<file path="src/rtl/game_dumper.sv">
// ---------------------------------------------------------------------------
// game_dumper
//
// Rebuilds an iNES image from a game already loaded into SDRAM and streams it
// out one byte at a time, for the IO-controller upload (save/dump ROM) path.
// A 16-byte iNES header is generated from the mapper flags latched at start.
// PRG bytes are then read from PRG_BASE, followed by CHR bytes from CHR_BASE.
// The CHR section is skipped when the cart uses CHR RAM. The address map is
// the same as the loader's SDRAM write side.
//
// Only one SDRAM read is outstanding at a time. A new read is never issued
// while a stream byte is still waiting to be accepted.
//
// Optional build macro:
//   GAME_DUMPER_CHECKSUM_EN - appends two trailer bytes, low byte first. They
//                             hold the 16-bit sum of all PRG+CHR bytes.
//
// Ports:
//   clk           system clock
//   reset         asynchronous, active-high reset
//   start         one-cycle pulse that begins a dump (ignored while busy)
//   mapper_flags  [7:0] mapper, [10:8] prg_size, [13:11] chr_size,
//                 [14] mirroring, [15] has_chr_ram, [16] four_screen
//   mem_addr      SDRAM byte address of the current read
//   mem_rd        read request, held until mem_ack
//   mem_ack       read complete, mem_data valid this cycle
//   mem_data      SDRAM read data
//   out_data      stream byte
//   out_valid     stream byte available
//   out_ready     sink accepts the byte (transfer = out_valid && out_ready)
//   busy          dump in progress
//   done          sticky; set on the last transfer, cleared by start
// ---------------------------------------------------------------------------
module game_dumper #(
  parameter logic [21:0] PRG_BASE = 22'h000000,
  parameter logic [21:0] CHR_BASE = 22'h200000
) (
  input  logic        clk,
  input  logic        reset,
  input  logic        start,
  input  logic [31:0] mapper_flags,
  output logic [21:0] mem_addr,
  output logic        mem_rd,
  input  logic        mem_ack,
  input  logic [7:0]  mem_data,
  output logic [7:0]  out_data,
  output logic        out_valid,
  input  logic        out_ready,
  output logic        busy,
  output logic        done
);

  typedef enum logic [2:0] {
    S_IDLE,
    S_HDR,
    S_FETCH,
    S_WAIT,
`ifdef GAME_DUMPER_CHECKSUM_EN
    S_EMIT,
    S_CSUM
`else
    S_EMIT
`endif
  } state_t;

  state_t      state;
  logic [16:0] flags;      // only the defined flag bits are kept
  logic [3:0]  hdr_idx;
  logic        phase_chr;
  logic [21:0] addr;
  logic [21:0] count;      // bytes left in the current phase
`ifdef GAME_DUMPER_CHECKSUM_EN
  logic [15:0] csum;
  logic        csum_idx;
`endif

  // Bits [31:17] carry no meaning for the dump.
  logic unused_flags;
  assign unused_flags = ^mapper_flags[31:17];

  function automatic logic [7:0] hdr_byte(input logic [3:0] idx, input logic [16:0] f);
    logic [7:0] b;
    b = 8'h00;
    case (idx)
      4'd0:    b = 8'h4E;
      4'd1:    b = 8'h45;
      4'd2:    b = 8'h53;
      4'd3:    b = 8'h1A;
      4'd4:    b = 8'd1 << f[10:8];
      4'd5:    b = f[15] ? 8'h00 : (8'd1 << f[13:11]);
      4'd6:    b = {f[3:0], f[16], 2'b00, f[14]};
      4'd7:    b = {f[7:4], 4'h0};
      default: b = 8'h00;
    endcase
    return b;
  endfunction

  // 16 KiB PRG pages: prg_size 7 gives 2^21, which still fits in 22 bits.
  function automatic logic [21:0] prg_bytes(input logic [16:0] f);
    logic [4:0] sh;
    sh = {2'b00, f[10:8]} + 5'd14;
    return 22'd1 << sh;
  endfunction

  // 8 KiB CHR pages.
  function automatic logic [21:0] chr_bytes(input logic [16:0] f);
    logic [4:0] sh;
    sh = {2'b00, f[13:11]} + 5'd13;
    return 22'd1 << sh;
  endfunction

  always_ff @(posedge clk or posedge reset) begin
    if (reset) begin
      state     <= S_IDLE;
      flags     <= '0;
      hdr_idx   <= '0;
      phase_chr <= 1'b0;
      addr      <= '0;
      count     <= '0;
      mem_addr  <= '0;
      mem_rd    <= 1'b0;
      out_data  <= '0;
      out_valid <= 1'b0;
      busy      <= 1'b0;
      done      <= 1'b0;
`ifdef GAME_DUMPER_CHECKSUM_EN
      csum      <= '0;
      csum_idx  <= 1'b0;
`endif
    end else begin
      case (state)
        S_IDLE: begin
          if (start) begin
            flags     <= mapper_flags[16:0];
            busy      <= 1'b1;
            done      <= 1'b0;
            hdr_idx   <= 4'd0;
            out_data  <= hdr_byte(4'd0, mapper_flags[16:0]);
            out_valid <= 1'b1;
            state     <= S_HDR;
`ifdef GAME_DUMPER_CHECKSUM_EN
            csum      <= '0;
`endif
          end
        end

        S_HDR: begin
          if (out_valid && out_ready) begin
            if (hdr_idx == 4'd15) begin
              out_valid <= 1'b0;
              phase_chr <= 1'b0;
              addr      <= PRG_BASE;
              count     <= prg_bytes(flags);
              state     <= S_FETCH;
            end else begin
              hdr_idx  <= hdr_idx + 4'd1;
              out_data <= hdr_byte(hdr_idx + 4'd1, flags);
            end
          end
        end

        S_FETCH: begin
          mem_rd   <= 1'b1;
          mem_addr <= addr;
          state    <= S_WAIT;
        end

        S_WAIT: begin
          if (mem_ack) begin
            out_data  <= mem_data;
            out_valid <= 1'b1;
            mem_rd    <= 1'b0;
            state     <= S_EMIT;
`ifdef GAME_DUMPER_CHECKSUM_EN
            csum      <= csum + {8'h00, mem_data};
`endif
          end
        end

        S_EMIT: begin
          if (out_valid && out_ready) begin
            out_valid <= 1'b0;
            addr      <= addr + 22'd1;
            count     <= count - 22'd1;
            if (count == 22'd1) begin
              // 1 << chr_size is never zero, so CHR is present unless CHR RAM.
              if (!phase_chr && !flags[15]) begin
                phase_chr <= 1'b1;
                addr      <= CHR_BASE;
                count     <= chr_bytes(flags);
                state     <= S_FETCH;
              end else begin
`ifdef GAME_DUMPER_CHECKSUM_EN
                // The sum already includes this last byte: it is added on ack.
                out_data  <= csum[7:0];
                out_valid <= 1'b1;
                csum_idx  <= 1'b0;
                state     <= S_CSUM;
`else
                busy      <= 1'b0;
                done      <= 1'b1;
                state     <= S_IDLE;
`endif
              end
            end else begin
              state <= S_FETCH;
            end
          end
        end

`ifdef GAME_DUMPER_CHECKSUM_EN
        S_CSUM: begin
          if (out_valid && out_ready) begin
            if (!csum_idx) begin
              out_data <= csum[15:8];
              csum_idx <= 1'b1;
            end else begin
              out_valid <= 1'b0;
              busy      <= 1'b0;
              done      <= 1'b1;
              state     <= S_IDLE;
            end
          end
        end
`endif

        default: state <= S_IDLE;
      endcase
    end
  end

endmodule

</file>
<file path="config.mk">
export PLATFORM = sky130hd
export DESIGN_NAME = game_dumper
export DESIGN_NICKNAME = d
export VERILOG_FILES = /design/src/rtl/game_dumper.sv
export SDC_FILE = /design/constraint.sdc
export NUM_CORES = 1
export LEC_CHECK = 0
export BUFFER_PORTS_ARGS = -buffer_cell sky130_fd_sc_hd__clkbuf_2
export CORE_MARGIN = 4
export CORE_UTILIZATION = 50
export CTS_BUF_LIST = sky130_fd_sc_hd__clkbuf_16
export DETAILED_ROUTE_END_ITERATION = 12
export PLACE_DENSITY = 0.75
export SYNTH_ARGS = -nofsm -noshare
export SYNTH_HDL_FRONTEND = slang
export SYNTH_SLANG_ARGS = --single-unit
</file>
<file path="constraint.sdc">
create_clock -name clk -period 7.2 [get_ports clk]
set_input_delay 1.44 -clock clk [delete_from_list [all_inputs] [get_ports clk]]
set_output_delay 1.44 -clock clk [all_outputs]
set_load 0.03 [all_outputs]
</file>
==> results.md <==
- Post-DP HPWL: 11.0 mm
- CTS Buffer Depth: 2
- Fraction of layout cells with a size suffix above 1: 0.194
- DR iter-0 viols: 370
- Congestion Overflow GR: 0
- Placeable Area: 11400 um2
- Mapped Nets: 683
- Met2 WL: 6.93 mm
- Outcome: completed
- Met3 WL post-DR: 1.08 mm
- Ports: 79
- Peak VDD IR: 0.171 mV
- Die height: 116 um
- P_leak: 2.84 nW
- Arr. time, crit path: 3.77 ns
- Top Metal Used: met4
- Async SR Flop Fraction: 1.00
- Syn_area_per_cell: 9.34 um2
- H-tree lvl count: 3
- Main flop type after synthesis: dfrtp_1
- Netlist Area Pre-Place: 5840 um2
- Main area contributors after synthesis: dfrtp_1 (44%), mux2_2 (6.9%), nor2_1 (4.4%)
- Total power: 1.79 mW
- Metal-1 WL: 6.72 mm
- Drt via density: 6.16
- Later-pin clock latency in the skew report: 0.35 ns
- Setup bufs post-CTS: 0
- Post-CTS sizing: 0
- Clock slew at reported path FFs: 0.07 ns
- Vias in the first global route: 5022
- Flops & latches, synth: 103
- Port bufs: 63
- Worst setup EP type: flop
- RSZ-0062 raised after global routing: false
- Register area share after synthesis: 0.441
- Count of final setup violators: 0
- Worst Skew: 0.00896 ns
- Die ar.: 13500 um2
- Max-slew headroom at the worst pin: 0.289
- Ys Warns: 0
- Final Slew Violations: 0
- Worst Path Max Fanout: 27
- Die X: 116 um
- Antenna Cells: 0
- CP required: 7.41 ns
- Final Core Density: 0.571
- Sinks on Clock Net: 103
- Largest net degree at the start of global routing: 72
- Total detailed-routing wirelength: 15.1 mm
- RD Place Congestion: 0.932
- Initial antenna violation count: 0
- Post-synth top area share: 0.441
- WS Path Type: primary input to flop
- Maxcap violations: 0
- Power Dens Cells: 275 nW/um2
- GRT Total Usage: 0.239
- Top cells by count, synth: dfrtp_1 (103), nor2_1 (69), nand2_1 (52)
- Startpoint Class: primary input
- Largest area contributor in the netlist: dfrtp_1
- Final ANT Viol Nets: 0
- Setup TNS: 0 ns
- Pre-Repair DR Iteration Count: 7
- Vias: 5053
- Period utilisation layout: 0.494
- Final layout net count: 731
- TritonCTS clock tree: yes
- Slew @ Worst Pin: 1.06 ns
- CTS Hold Bufs: 0
- Row count: 39
- # DRC: 0
- Post-synthesis cell count: 625
- Netlist cell types: 66
- Root Buffer: clkbuf_16
- Total CTS buffers: 9
- Tightest Hold Check Type: flop to flop
- Starting Density: 0.511
- Minimum clock period: 3.56 ns
- Layout area overhead: 11.7%
- Final number of hold-violating endpoints: 0
- Post-synth EDFFs: 0
- R2R setup slack: 4.02 ns
- DR WL/cell: 18.5 um
- First-pass GRT wire length: 25.1 mm
- Most numerous cell in the Yosys netlist: dfrtp_1
- FMAX: 281 MHz
placed cells by master, fill, tap and decap left out, types with 22 or more instances in the layout:
cell type,instances
xnor2_1,22
nor3_1,24
o21ai_0,40
nand3_1,23
clkbuf_2,63
mux2_2,36
nor2_1,69
nand2_1,52
a21oi_1,24
dfrtp_1,103
per-stage QoR:
step                      setup WS (ns)  cell area (um2)  std cells  hold slack [ns]
after floorplan                    3.06             5840        625            0.464
after global placement             3.36             6250        805            0.466
after detailed placement           3.35             6250        805            0.483
after CTS                          3.74             6530        820            0.506
after global routing               3.46             6530        820            0.523
final                              3.65             6530        820            0.505
layer usage:
layer | vias up | GRT usage
li1 | 2374 | -
met4 | 0 | 0.119
met2 | 195 | 0.359
met5 | - | 0
met3 | 27 | 0.0439
met1 | 2457 | 0.332
final cells by class:
cell class                      instances  area (um2)
Clock buffer                            9         225
Clock inverter                          6        45.0
Fill cell                            1014        4890
Inverter                               21        81.3
Multi-Input combinational cell        470        3060
Sequential cell                       103        2580
Tap cell                              143         179
Timing Repair Buffer                   68         353
where the power goes:
part | switching (mW) | internal (mW) | leakage [nW]
clock | 0.222 | 0.236 | 0.132
combinational | 0.375 | 0.203 | 1.38
sequential | 0.101 | 0.656 | 1.34
total | 0.698 | 1.09 | 2.84
sequential cells by signal (all words and copies together), names as in the netlist, 3 cells and up:
signal and flops:
addr 22, count 22, mem_addr 22, flags 17, out_data 8, hdr_idx 4, state 3
worst paths after layout:
path                       startpoint        to  depth (start not counted)
setup / recovery            out_ready  count[5]                          7
hold / removal               flags[0]  flags[0]                          1
setup reg to reg           hdr_idx[0]  count[5]                          7
hold reg to reg              flags[0]  flags[0]                          1
max in group asynchronous       reset  count[3]                          3
min in group asynchronous       reset  flags[4]                          2
critical path, cell delays in order:
cell      delay (ns)
clkbuf_2        0.09
nand2_1         0.13
nor2_1          0.56
nand2_1         0.82
nor2_1          0.29
buf_4           0.29
o22ai_1         0.14
cell families after synthesis:
logic type,Yosys count,share of synthesized area
flip-flops,103,0.441
AND/OR/NAND/NOR,253,0.221
multiplexers,40,0.0763
XOR/XNOR,28,0.0420
adder cells (fa/ha/maj),13,0.0279
buffers and inverters,52,0.0356
AO/OA/AOI/OAI,136,0.156
Note: power is estimated with default switching activity, not from simulation.
